`config.mk`:
```
export PLATFORM = sky130hd
export DESIGN_NAME = pifo_req_sched
export DESIGN_NICKNAME = d
export VERILOG_FILES = /design/src/rtl/pifo_pkg.sv /design/src/rtl/rr_arbiter.sv /design/src/rtl/pifo_req_sched.sv
export SDC_FILE = /design/constraint.sdc
export NUM_CORES = 1
export LEC_CHECK = 0
export ABC_AREA = 1
export CORE_ASPECT_RATIO = 1.4
export CORE_MARGIN = 4
export CORE_UTILIZATION = 37
export CTS_CLUSTER_SIZE = 14
export DETAILED_ROUTE_END_ITERATION = 6
export GPL_ROUTABILITY_DRIVEN = 0
export GPL_TIMING_DRIVEN = 0
export PLACE_DENSITY = 0.88
export SLEW_MARGIN = 5
export SYNTH_ARGS = -nofsm -noshare
export SYNTH_HDL_FRONTEND = slang
export SYNTH_SLANG_ARGS = --single-unit
```
`constraint.sdc`:
```
create_clock -name clk -period 3 [get_ports clk]
set_input_delay 0.45 -clock clk [delete_from_list [all_inputs] [get_ports clk]]
set_output_delay 0.45 -clock clk [all_outputs]
set_load 0.02 [all_outputs]
```
`src/rtl/pifo_pkg.sv`:
```
// rtl/pifo_pkg.sv - shared defaults, dequeue FSM encoding and helpers for pifo_req_sched
// Contents: default parameter values, deq_state_e, ptr_width() for round-robin pointers.
package pifo_pkg;

  localparam int PIFO_DEF_NUM_PORTS     = 4;
  localparam int PIFO_DEF_RANK_WIDTH    = 10;
  localparam int PIFO_DEF_META_WIDTH    = 20;
  localparam int PIFO_DEF_MAX_ENTRIES   = 32;
  localparam int PIFO_DEF_SETTLE_CYCLES = 2;

  // Wide enough for SETTLE_CYCLES up to 15.
  localparam int PIFO_SETTLE_CNT_W = 4;

  typedef enum logic [1:0] {
    DQ_IDLE   = 2'd0,
    DQ_REMOVE = 2'd1,
    DQ_SETTLE = 2'd2
  } deq_state_e;

  // Pointer width that stays legal for a single requester.
  function automatic int ptr_width(input int n);
    return (n > 1) ? $clog2(n) : 1;
  endfunction

endpackage

```
`src/rtl/rr_arbiter.sv`:
```
// rtl/rr_arbiter.sv - round-robin grant: first requester at or after ptr, wrapping
// Ports: req_i (per-port request), ptr_i (search start), grant_o (one-hot),
//        grant_idx_o (index of grant_o), grant_any_o (some request granted).
module rr_arbiter
  import pifo_pkg::*;
#(
  parameter int NUM_PORTS = PIFO_DEF_NUM_PORTS,
  parameter int PTR_W     = ptr_width(NUM_PORTS)
) (
  input  logic [NUM_PORTS-1:0] req_i,
  input  logic [PTR_W-1:0]     ptr_i,
  output logic [NUM_PORTS-1:0] grant_o,
  output logic [PTR_W-1:0]     grant_idx_o,
  output logic                 grant_any_o
);

  localparam int              SUM_W = PTR_W + 1;
  localparam logic [SUM_W-1:0] N_W  = SUM_W'(NUM_PORTS);

  logic [SUM_W-1:0] sum;
  logic [PTR_W-1:0] idx;
  logic             found;

  always_comb begin
    grant_o     = '0;
    grant_idx_o = '0;
    found       = 1'b0;
    sum         = '0;
    idx         = '0;
    for (int i = 0; i < NUM_PORTS; i++) begin
      // ptr_i and i are both below NUM_PORTS, so one subtraction wraps.
      sum = {1'b0, ptr_i} + SUM_W'(i);
      if (sum >= N_W) begin
        sum = sum - N_W;
      end
      idx = sum[PTR_W-1:0];
      if (!found && req_i[idx]) begin
        found        = 1'b1;
        grant_o[idx] = 1'b1;
        grant_idx_o  = idx;
      end
    end
    grant_any_o = found;
  end

endmodule

```
`src/rtl/pifo_req_sched.sv`:
```
// rtl/pifo_req_sched.sv - multi-port round-robin enqueue and paced dequeue front-end for a PIFO
// Ports: enq_valid/enq_ready/enq_rank/enq_meta (per-port insert requests),
//        deq_req/deq_valid/deq_rank/deq_meta/deq_empty (dequeue side),
//        pifo_insert/pifo_rank_in/pifo_meta_in/pifo_remove (commands to PIFO),
//        pifo_busy/pifo_valid_out/pifo_rank_out/pifo_meta_out (PIFO status/head),
//        occupancy (entries currently held).
module pifo_req_sched
  import pifo_pkg::*;
#(
  parameter int NUM_PORTS     = PIFO_DEF_NUM_PORTS,
  parameter int RANK_WIDTH    = PIFO_DEF_RANK_WIDTH,
  parameter int META_WIDTH    = PIFO_DEF_META_WIDTH,
  parameter int MAX_ENTRIES   = PIFO_DEF_MAX_ENTRIES,
  parameter int SETTLE_CYCLES = PIFO_DEF_SETTLE_CYCLES
) (
  input  logic                            clk,
  input  logic                            rst_n,
  input  logic [NUM_PORTS-1:0]            enq_valid,
  output logic [NUM_PORTS-1:0]            enq_ready,
  input  logic [NUM_PORTS*RANK_WIDTH-1:0] enq_rank,
  input  logic [NUM_PORTS*META_WIDTH-1:0] enq_meta,
  input  logic                            deq_req,
  output logic                            deq_valid,
  output logic [RANK_WIDTH-1:0]           deq_rank,
  output logic [META_WIDTH-1:0]           deq_meta,
  output logic                            deq_empty,
  output logic                            pifo_insert,
  output logic [RANK_WIDTH-1:0]           pifo_rank_in,
  output logic [META_WIDTH-1:0]           pifo_meta_in,
  output logic                            pifo_remove,
  input  logic                            pifo_busy,
  input  logic                            pifo_valid_out,
  input  logic [RANK_WIDTH-1:0]           pifo_rank_out,
  input  logic [META_WIDTH-1:0]           pifo_meta_out,
  output logic [$clog2(MAX_ENTRIES):0]    occupancy
);

  localparam int                          OCC_W     = $clog2(MAX_ENTRIES) + 1;
  localparam int                          PTR_W     = ptr_width(NUM_PORTS);
  localparam logic [OCC_W-1:0]            MAX_OCC   = OCC_W'(MAX_ENTRIES);
  localparam logic [PTR_W-1:0]            LAST_PORT = PTR_W'(NUM_PORTS - 1);
  localparam logic [PIFO_SETTLE_CNT_W-1:0] SETTLE_LAST =
    PIFO_SETTLE_CNT_W'(SETTLE_CYCLES - 1);

  deq_state_e                   state_q, state_d;
  logic [PIFO_SETTLE_CNT_W-1:0] settle_cnt_q, settle_cnt_d;
  logic [PTR_W-1:0]             rr_ptr_q, rr_next;
  logic [OCC_W-1:0]             occ_q, occ_d;
  logic                         ins_q;
  logic [RANK_WIDTH-1:0]        ins_rank_q, sel_rank;
  logic [META_WIDTH-1:0]        ins_meta_q, sel_meta;
  logic [RANK_WIDTH-1:0]        deq_rank_q;
  logic [META_WIDTH-1:0]        deq_meta_q;
  logic                         deq_empty_q;

  logic [NUM_PORTS-1:0] grant;
  logic [PTR_W-1:0]     grant_idx;
  logic                 grant_any;
  logic                 remove_now, can_insert, accept, in_idle;

  rr_arbiter #(
    .NUM_PORTS (NUM_PORTS),
    .PTR_W     (PTR_W)
  ) u_rr_arbiter (
    .req_i       (enq_valid),
    .ptr_i       (rr_ptr_q),
    .grant_o     (grant),
    .grant_idx_o (grant_idx),
    .grant_any_o (grant_any)
  );

  assign in_idle    = (state_q == DQ_IDLE);
  assign remove_now = in_idle & deq_req & pifo_valid_out & (occ_q != '0);
  // A remove this cycle blocks insert acceptance so the PIFO never sees both.
  assign can_insert = ~pifo_busy & (occ_q < MAX_OCC) & ~remove_now;
  // rst_n gates the combinational ready so it drops the instant reset asserts.
  assign enq_ready  = (rst_n & can_insert) ? grant : '0;
  assign accept     = rst_n & can_insert & grant_any;
  assign rr_next    = (grant_idx == LAST_PORT) ? '0 : grant_idx + 1'b1;

  always_comb begin
    sel_rank = '0;
    sel_meta = '0;
    for (int k = 0; k < NUM_PORTS; k++) begin
      if (grant[k]) begin
        sel_rank = enq_rank[k*RANK_WIDTH +: RANK_WIDTH];
        sel_meta = enq_meta[k*META_WIDTH +: META_WIDTH];
      end
    end
  end

  always_comb begin
    occ_d = occ_q;
    if (accept && (occ_q != MAX_OCC)) begin
      occ_d = occ_q + 1'b1;
    end else if (remove_now && (occ_q != '0)) begin
      occ_d = occ_q - 1'b1;
    end
  end

  always_comb begin
    state_d      = state_q;
    settle_cnt_d = settle_cnt_q;
    deq_valid    = 1'b0;
    pifo_remove  = 1'b0;
    case (state_q)
      DQ_IDLE: begin
        if (remove_now) begin
          state_d = DQ_REMOVE;
        end
      end
      DQ_REMOVE: begin
        deq_valid    = 1'b1;
        pifo_remove  = 1'b1;
        state_d      = DQ_SETTLE;
        settle_cnt_d = SETTLE_LAST;
      end
      DQ_SETTLE: begin
        if (settle_cnt_q == '0) begin
          state_d = DQ_IDLE;
        end else begin
          settle_cnt_d = settle_cnt_q - 1'b1;
        end
      end
      default: begin
        state_d = DQ_IDLE;
      end
    endcase
  end

  always_ff @(posedge clk or negedge rst_n) begin
    if (!rst_n) begin
      state_q      <= DQ_IDLE;
      settle_cnt_q <= '0;
      rr_ptr_q     <= '0;
      occ_q        <= '0;
      ins_q        <= 1'b0;
      ins_rank_q   <= '0;
      ins_meta_q   <= '0;
      deq_rank_q   <= '0;
      deq_meta_q   <= '0;
      deq_empty_q  <= 1'b0;
    end else begin
      state_q      <= state_d;
      settle_cnt_q <= settle_cnt_d;
      occ_q        <= occ_d;
      ins_q        <= accept;
      ins_rank_q   <= accept ? sel_rank : '0;
      ins_meta_q   <= accept ? sel_meta : '0;
      if (accept) begin
        rr_ptr_q <= rr_next;
      end
      if (remove_now) begin
        deq_rank_q <= pifo_rank_out;
        deq_meta_q <= pifo_meta_out;
      end
      deq_empty_q <= in_idle & deq_req & ~remove_now;
    end
  end

  assign pifo_insert  = ins_q;
  assign pifo_rank_in = ins_rank_q;
  assign pifo_meta_in = ins_meta_q;
  assign deq_rank     = deq_rank_q;
  assign deq_meta     = deq_meta_q;
  assign deq_empty    = deq_empty_q;
  assign occupancy    = occ_q;

endmodule

```
==> key figures, run 1 <==
Cells and area
  – Post-layout net count: 1107
  – Layout Area Growth over Synthesis: 65.66%
  – Commonest non-fill, non-tap cells in the layout: 289 x nand2_1, 227 x clkdlybuf4s50_1, 84 x inv_1
  – Most common cell after layout, fill and taps aside: nand2_1
  – # diodes: 0
  – Fillers: 1055
  – Ratio of cells with drive above 1 in the final layout: 11.08%
  – Final Cell Area: 7719 sq um
  – Finished Core Util: 62.69%

Route
  – M1 WL: 5.941 mm
  – Top Layer Used: met4
  – Drt initial violations: 203
  – DR WL/cell: 14.61 um
  – Vias: 5140
  – Vias/cell: 4.720
  – DRC viols: 0
  – Routed Antenna Nets: 0
  – Detailed Routing Iterations Pass 1: 5
  – Met3 wire len: 1.341 mm
  – Wire length on met2: 8.220 mm
  – Final wirelength: 15.91 mm

Setup path
  – Max FO, Critical Path: 8
  – CP startpoint kind: flip-flop
  – WS Path Type: reg2out
  – Worst EP arrival: 2.45 ns
  – Critical Path Sink Type: output port
  – WP data required: 2.55 ns
  – Worst reg2reg path depth: 17
  – RR Endpoint: occupancy[5]
  – Worst reg-to-reg setup slack: 0.16 ns

Die
  – Initial cell density of the core: 37.85%
  – DIE AREA: 14480 sq um
  – Die span in y: 140.8 um
  – IO Count: 233
  – Total core area: 12310 sq um
  – Die width: 102.8 um
  – FP Rows: 48

Clock tree
  – # hold bufs at CTS: 0
  – Clock sink total: 76
  – Clk_lat worst skew: 0.33 ns
  – Max Root-Sink Buffers: 2
  – CTS tree: done
  – CTS clk-pin slew, worst paths: 0.07 ns
  – Clock root cell: clkbuf_16
  – Cts bufs inserted: 9
  – H-tree depth: 3

Global route
  – Total Routing Usage GR: 21.13%
  – Largest net degree at the start of global routing: 58
  – Global-route wire length before repair: 23.98 mm
  – Antenna violations before repair: 0
  – Global route total overflow: 0
  – Vias in the first global route: 4839

Logic synthesis
  – Yosys reg bits: 76
  – Synthesis Warnings: 0
  – Synth Area per Inst: 6.975 sq um
  – Post-synth ARST share: 100.0%
  – Synth Cell Area: 4659 sq um
  – Sequential fraction of the synthesis area: 40.82%
  – Synthesized net count: 841
  – Most used DFF post-synth: dfrtp_1
  – Distinct cell type count after synthesis: 34
  – Cells after Synth: 668
  – Number of synthesized flops with an enable pin: 0

STA
  – TNS Setup: 0 ns
  – Final min period: 2.899 ns
  – Post-route clock period utilization: 96.62%
  – Hold slack: 0.009298 ns
  – Max Freq: 0.3450 GHz
  – Final Hold Vio Count: 0
  – Setup Viol. Count Final: 0
  – Fin. max-slew vios: 0
  – Setup ws final: 0.1013 ns
  – Skew final: 0.01025 ns
  – Relative slew slack: 68.88%
  – Worst-margin pin slew: 0.4668 ns

Placement
  – Port Buffers: 232
  – Placed Area: 7194 sq um
  – Worst slack at placement: -0.3875 ns
  – DP HPWL: 12.24 mm

Outcome
  – Status: finished clean

Hold path
  – Worst Hold Class: in2async

Power
  – Leakage power: 3.822 nW
  – Peak supply drop: 660.0 uV
  – Cell area power density: 1119 nW/um^2

Flow run
  – Max Cap Viol: 0
[per-layer routing]
layer / global-route usage (%) / vias to the layer above
li1: - / 2582
met1: 24.76 / 2293
met2: 37.51 / 233
met3: 4.653 / 32
met4: 7.026 / 0
met5: 0 / -
[final cells by class]
cell class / count / area (sq um) / area share (%)
Tap cell: 150 / 187.7 / 2.432
Multi-Input combinational cell: 468 / 2273 / 29.45
Clock buffer: 10 / 229.0 / 2.966
Sequential cell: 76 / 1903 / 24.66
Clock inverter: 6 / 47.55 / 0.6160
Inverter: 92 / 351.6 / 4.555
Buffer: 30 / 200.2 / 2.594
Timing Repair Buffer: 257 / 2526 / 32.73
[registers in the layout (all words and copies together) (netlist names), 2 cells and up, named ones only]
signal	count
settle_cnt_q	4
deq_meta	20
occupancy	6
state_q	2
deq_rank	10
pifo_rank_in	10
pifo_meta_in	20
[synthesized netlist by cell type (2+ instances only)]
cell,instances,share of area (%)
buf_2,11,1.2
a22oi_1,2,0.32
nor2_2,2,0.27
dfrtp_1,76,41
nand3_2,4,0.86
nand4_1,3,0.40
inv_2,6,0.48
nand3_1,41,4.4
nand2_1,292,24
o22ai_1,3,0.40
buf_4,12,1.9
buf_6,3,0.72
o21ai_0,3,0.32
clkbuf_1,6,0.48
xnor2_1,3,0.56
nor3_1,2,0.21
nor2_1,10,0.81
xor2_1,5,0.94
inv_1,85,6.8
ha_1,13,3.5
nand2_2,6,0.81
a21oi_1,68,7.3
[worst max-delay path by stage]
stage	start	end	cells after the start
3_3_place_gp	rst_n	occupancy[5]	12
6_report	flip-flop	enq_ready[3]	15
4_1_cts	flip-flop	enq_ready[2]	15
5_1_grt	flip-flop	occupancy[5]	17
3_5_place_dp	rst_n	occupancy[5]	13
2_1_floorplan	flip-flop	occupancy[5]	17
[repair_timing]
| action | CTS | global route |
|---|---|---|
| pin swaps | 1 | 4 |
| endpoints found under the hold margin | 0 | 0 |
| resized for setup | 23 | 7 |
| buffers inserted | 6 | 18 |
| endpoints found under the setup margin | 6 | 5 |
[power breakdown]
part	internal (mW)	switching [mW]
registers	1.44	0.236
clock network	0.566	0.447
logic	2.50	3.45
total	4.50	4.13
[through the flow]
step,cells,total power [mW]
floorplan,668,5.250
global placement,1050,7.063
detailed placement,1051,7.201
CTS,1072,8.444
global route,1089,9.342
finish,1089,8.639
[kinds of logic after synthesis]
group	synth area share (%)
compound gates	8.915
fa+ha+maj	3.921
buf+inv	11.79
flops	40.82
xor+xnor	1.504
simple gates	33.06
[critical path, stage by stage (launching register included)]
cell	delay, ns
dfrtp_1	0.39
buf_6	0.13
inv_4	0.06
ha_4	0.29
inv_1	0.06
nand2_1	0.08
nand2_2	0.08
nor2_8	0.16
nand3_4	0.10
inv_2	0.09
nand2_1	0.10
nand3_4	0.12
buf_6	0.12
nand2_1	0.04
inv_1	0.04
clkdlybuf4s15_2	0.25
(Power assumes the default switching activity.)
==> inputs of run 2 (changes only) <==
--- a/config.mk
+++ b/config.mk
@@ -8,12 +8,13 @@
 export ABC_AREA = 1
 export CORE_ASPECT_RATIO = 1.4
 export CORE_MARGIN = 4
-export CORE_UTILIZATION = 37
+export CORE_UTILIZATION = 44
+export CTS_BUF_LIST = sky130_fd_sc_hd__clkbuf_4 sky130_fd_sc_hd__clkbuf_8 sky130_fd_sc_hd__clkbuf_16
 export CTS_CLUSTER_SIZE = 14
 export DETAILED_ROUTE_END_ITERATION = 6
 export GPL_ROUTABILITY_DRIVEN = 0
 export GPL_TIMING_DRIVEN = 0
-export PLACE_DENSITY = 0.88
+export PLACE_DENSITY = 0.95
 export SLEW_MARGIN = 5
 export SYNTH_ARGS = -nofsm -noshare
 export SYNTH_HDL_FRONTEND = slang
==> constraint.sdc (replaced) <==
create_clock -name clk -period 3.55 [get_ports clk]
set_input_delay 0.5325 -clock clk [delete_from_list [all_inputs] [get_ports clk]]
set_output_delay 0.5325 -clock clk [all_outputs]
set_load 0.02 [all_outputs]
==> run 2 against run 1 <==
  * Clock power is essentially flat
  * Clock skew down 0.0032 ns
  * Sequential share of layout area is 0.66 points higher
  * Non-clock buffer count shrank 22
  * Worst setup slack better by 0.093 ns
  * Cell count down 3.1%
  * Critical endpoint is now enq_ready[2]
==> key figures, run 2 (synthesis results as in run 1) <==
Die
  – DIE AREA: 12320 sq um (was 14480 sq um)
  – Die span in y: 129.8 um (was 140.8 um)
  – IO Count: 233 (unchanged)
  – Total core area: 10350 sq um (was 12310 sq um)
  – Die width: 94.97 um (was 102.8 um)
  – Initial cell density of the core: 45.02% (was 37.85%)
  – FP Rows: 44 (was 48)

Clock tree
  – Clk_lat worst skew: 0.33 ns (about the same)
  – CTS tree: done (unchanged)
  – CTS clk-pin slew, worst paths: 0.06 ns (was 0.07 ns)
  – Clock sink total: 76 (unchanged)
  – Clock root cell: clkbuf_16 (unchanged)
  – H-tree depth: 3 (unchanged)
  – Cts bufs inserted: 9 (unchanged)
  – Max Root-Sink Buffers: 2 (unchanged)

Global route
  – Global route total overflow: 0 (unchanged)
  – Vias in the first global route: 5368 (was 4839)
  – Antenna violations before repair: 0 (unchanged)
  – Total Routing Usage GR: 26.52% (was 21.13%)
  – Largest net degree at the start of global routing: 59 (was 58)
  – Global-route wire length before repair: 25.52 mm (was 23.98 mm)

Setup path
  – Worst EP arrival: 2.82 ns (was 2.45 ns)
  – R2R Path Start: rr_ptr_q[1]
  – WS Path Type: reg2out (unchanged)
  – WP data required: 3.02 ns (was 2.55 ns)
  – Max FO, Critical Path: 10 (was 8)
  – Worst reg-to-reg setup slack: 0.32 ns (was 0.16 ns)
  – CP startpoint kind: flip-flop (unchanged)
  – RR Endpoint: occupancy[5] (unchanged)
  – Critical Path Sink Type: output port (unchanged)
  – Worst reg2reg path depth: 16 (was 17)

STA
  – Final Hold Vio Count: 0 (unchanged)
  – Setup Viol. Count Final: 0 (unchanged)
  – Final min period: 3.355 ns
  – RSZ-0062 raised after global routing: false
  – Hold slack: 0.08708 ns (was 0.009298 ns)
  – Fin. max-slew vios: 0 (unchanged)
  – Worst-margin pin slew: 0.5226 ns (was 0.4668 ns)
  – TNS Setup: 0 ns (unchanged)
  – Post-route clock period utilization: 94.52%
  – Max Freq: 0.2980 GHz
  – Skew final: 0.007025 ns (was 0.01025 ns)
  – Relative slew slack: 65.16% (was 68.88%)

Cells and area
  – Most common cell after layout, fill and taps aside: nand2_1 (unchanged)
  – Ratio of cells with drive above 1 in the final layout: 7.961% (was 11.08%)
  – Final std cells w/o fill: 1055 (was 1089)
  – Layout Area Growth over Synthesis: 61.31% (was 65.66%)
  – Post-layout net count: 1085 (was 1107)
  – # diodes: 0 (unchanged)
  – Final Cell Area: 7516 sq um (was 7719 sq um)
  – Commonest non-fill, non-tap cells in the layout: 292 x nand2_1, 227 x clkdlybuf4s50_1, 85 x inv_1 (was 289 x nand2_1, 227 x clkdlybuf4s50_1, 84 x inv_1)
  – Fillers: 759 (was 1055)

Outcome
  – Status: finished clean (unchanged)

Power
  – Cell area power density: 957.6 nW/um^2 (was 1119 nW/um^2)
  – Peak supply drop: 572.2 uV (was 660.0 uV)
  – Leakage power: 3.762 nW (was 3.822 nW)
  – Total chip power: 7.197 mW (was 8.639 mW)

Flow run
  – Max Cap Viol: 0 (unchanged)

Route
  – Vias: 5310 (was 5140)
  – Final wirelength: 16.84 mm (was 15.91 mm)
  – DRC viols: 0 (unchanged)
  – Drt initial violations: 270 (was 203)
  – Vias/cell: 5.033 (was 4.720)
  – Routed Antenna Nets: 0 (unchanged)
  – DR WL/cell: 15.96 um (was 14.61 um)
  – Detailed Routing Iterations Pass 1: 5 (unchanged)

Placement
  – Port Buffers: 232 (unchanged)
  – Post-Place Cells: 1039 (was 1051)
  – DP HPWL: 12.85 mm (was 12.24 mm)
  – Placed Area: 7179 sq um (was 7194 sq um)

Hold path
  – Worst Hold Class: in2async (unchanged)
## run 2: cell types whose count changed in the layout (fill, tap and decap cells not counted), moves of 3 or more
cell             delta
nand2_1             +3
clkinvlp_4          -3
buf_6               -3
buf_4              -19
clkdlybuf4s15_2     -3
## run 2: stage by stage
stage	worst slack (ns)	util (%)
6_report	0.1946	72.62
2_1_floorplan	0.7339	-
3_5_place_dp	0.05885	69.37
5_1_grt	0.002115	72.62
3_3_place_gp	-2.581	69.12
4_1_cts	0.03775	72.49
## run 2: how the worst max path moves through the flow
stage                 from            to  depth (start not counted)
6_report       rr_ptr_q[1]  enq_ready[2]                         14
5_1_grt        rr_ptr_q[1]  enq_ready[2]                         14
4_1_cts          flip-flop  enq_ready[0]                         12
3_5_place_dp         rst_n  occupancy[5]                         13
3_3_place_gp         rst_n  occupancy[5]                         12
2_1_floorplan    flip-flop  occupancy[5]                         17
## run 2: layout make-up
| type | instances | area, sq um | area share, % |
|---|---|---|---|
| inverters | 92 | 347.8 | 4.628 |
| flip-flops and latches | 76 | 1903 | 25.32 |
| clock buffers | 11 | 246.5 | 3.280 |
| plain buffers | 31 | 196.4 | 2.614 |
| clock inverters | 5 | 83.83 | 1.115 |
| multi-input cells | 468 | 2218 | 29.52 |
| repair buffers | 234 | 2347 | 31.23 |
| well taps | 138 | 172.7 | 2.297 |
## run 2: repair_timing
action / in CTS / in global routing
hold buffers: 0 / 0
setup buffers: 0 / 1
hold endpoints to repair: 0 / 0
gates resized for setup: 4 / 8
endpoints found under the setup margin: 4 / 5
## run 2: power breakdown
part | leakage [nW] | switching (mW) | total, mW | internal (mW)
registers | 0.980 | 0.213 | 1.43 | 1.22
clock network | 0.156 | 0.364 | 1.01 | 0.645
logic | 2.63 | 2.88 | 4.76 | 1.87
total | 3.76 | 3.46 | 7.20 | 3.74
## run 2: layer usage
metal  GRT usage (%)  share of wire [%]  up-vias
met5               0                  0        -
met4           11.81                3.8        0
met3           6.920                9.1       58
met2           48.84                 52      269
met1           27.98                 35     2440
li1                -                  -     2543
## run 2: worst max-delay path, stage by stage, from the launching register on
cell and delay (ns):
dfrtp_2 0.44, inv_1 0.16, ha_2 0.41, inv_1 0.08, nand2_1 0.07, nand2_1 0.12
nor2_8 0.16, nand3_4 0.11, inv_2 0.09, nand2_1 0.07, nand3_2 0.13, buf_4 0.20
nand2_1 0.06, inv_1 0.08, clkdlybuf4s15_1 0.30
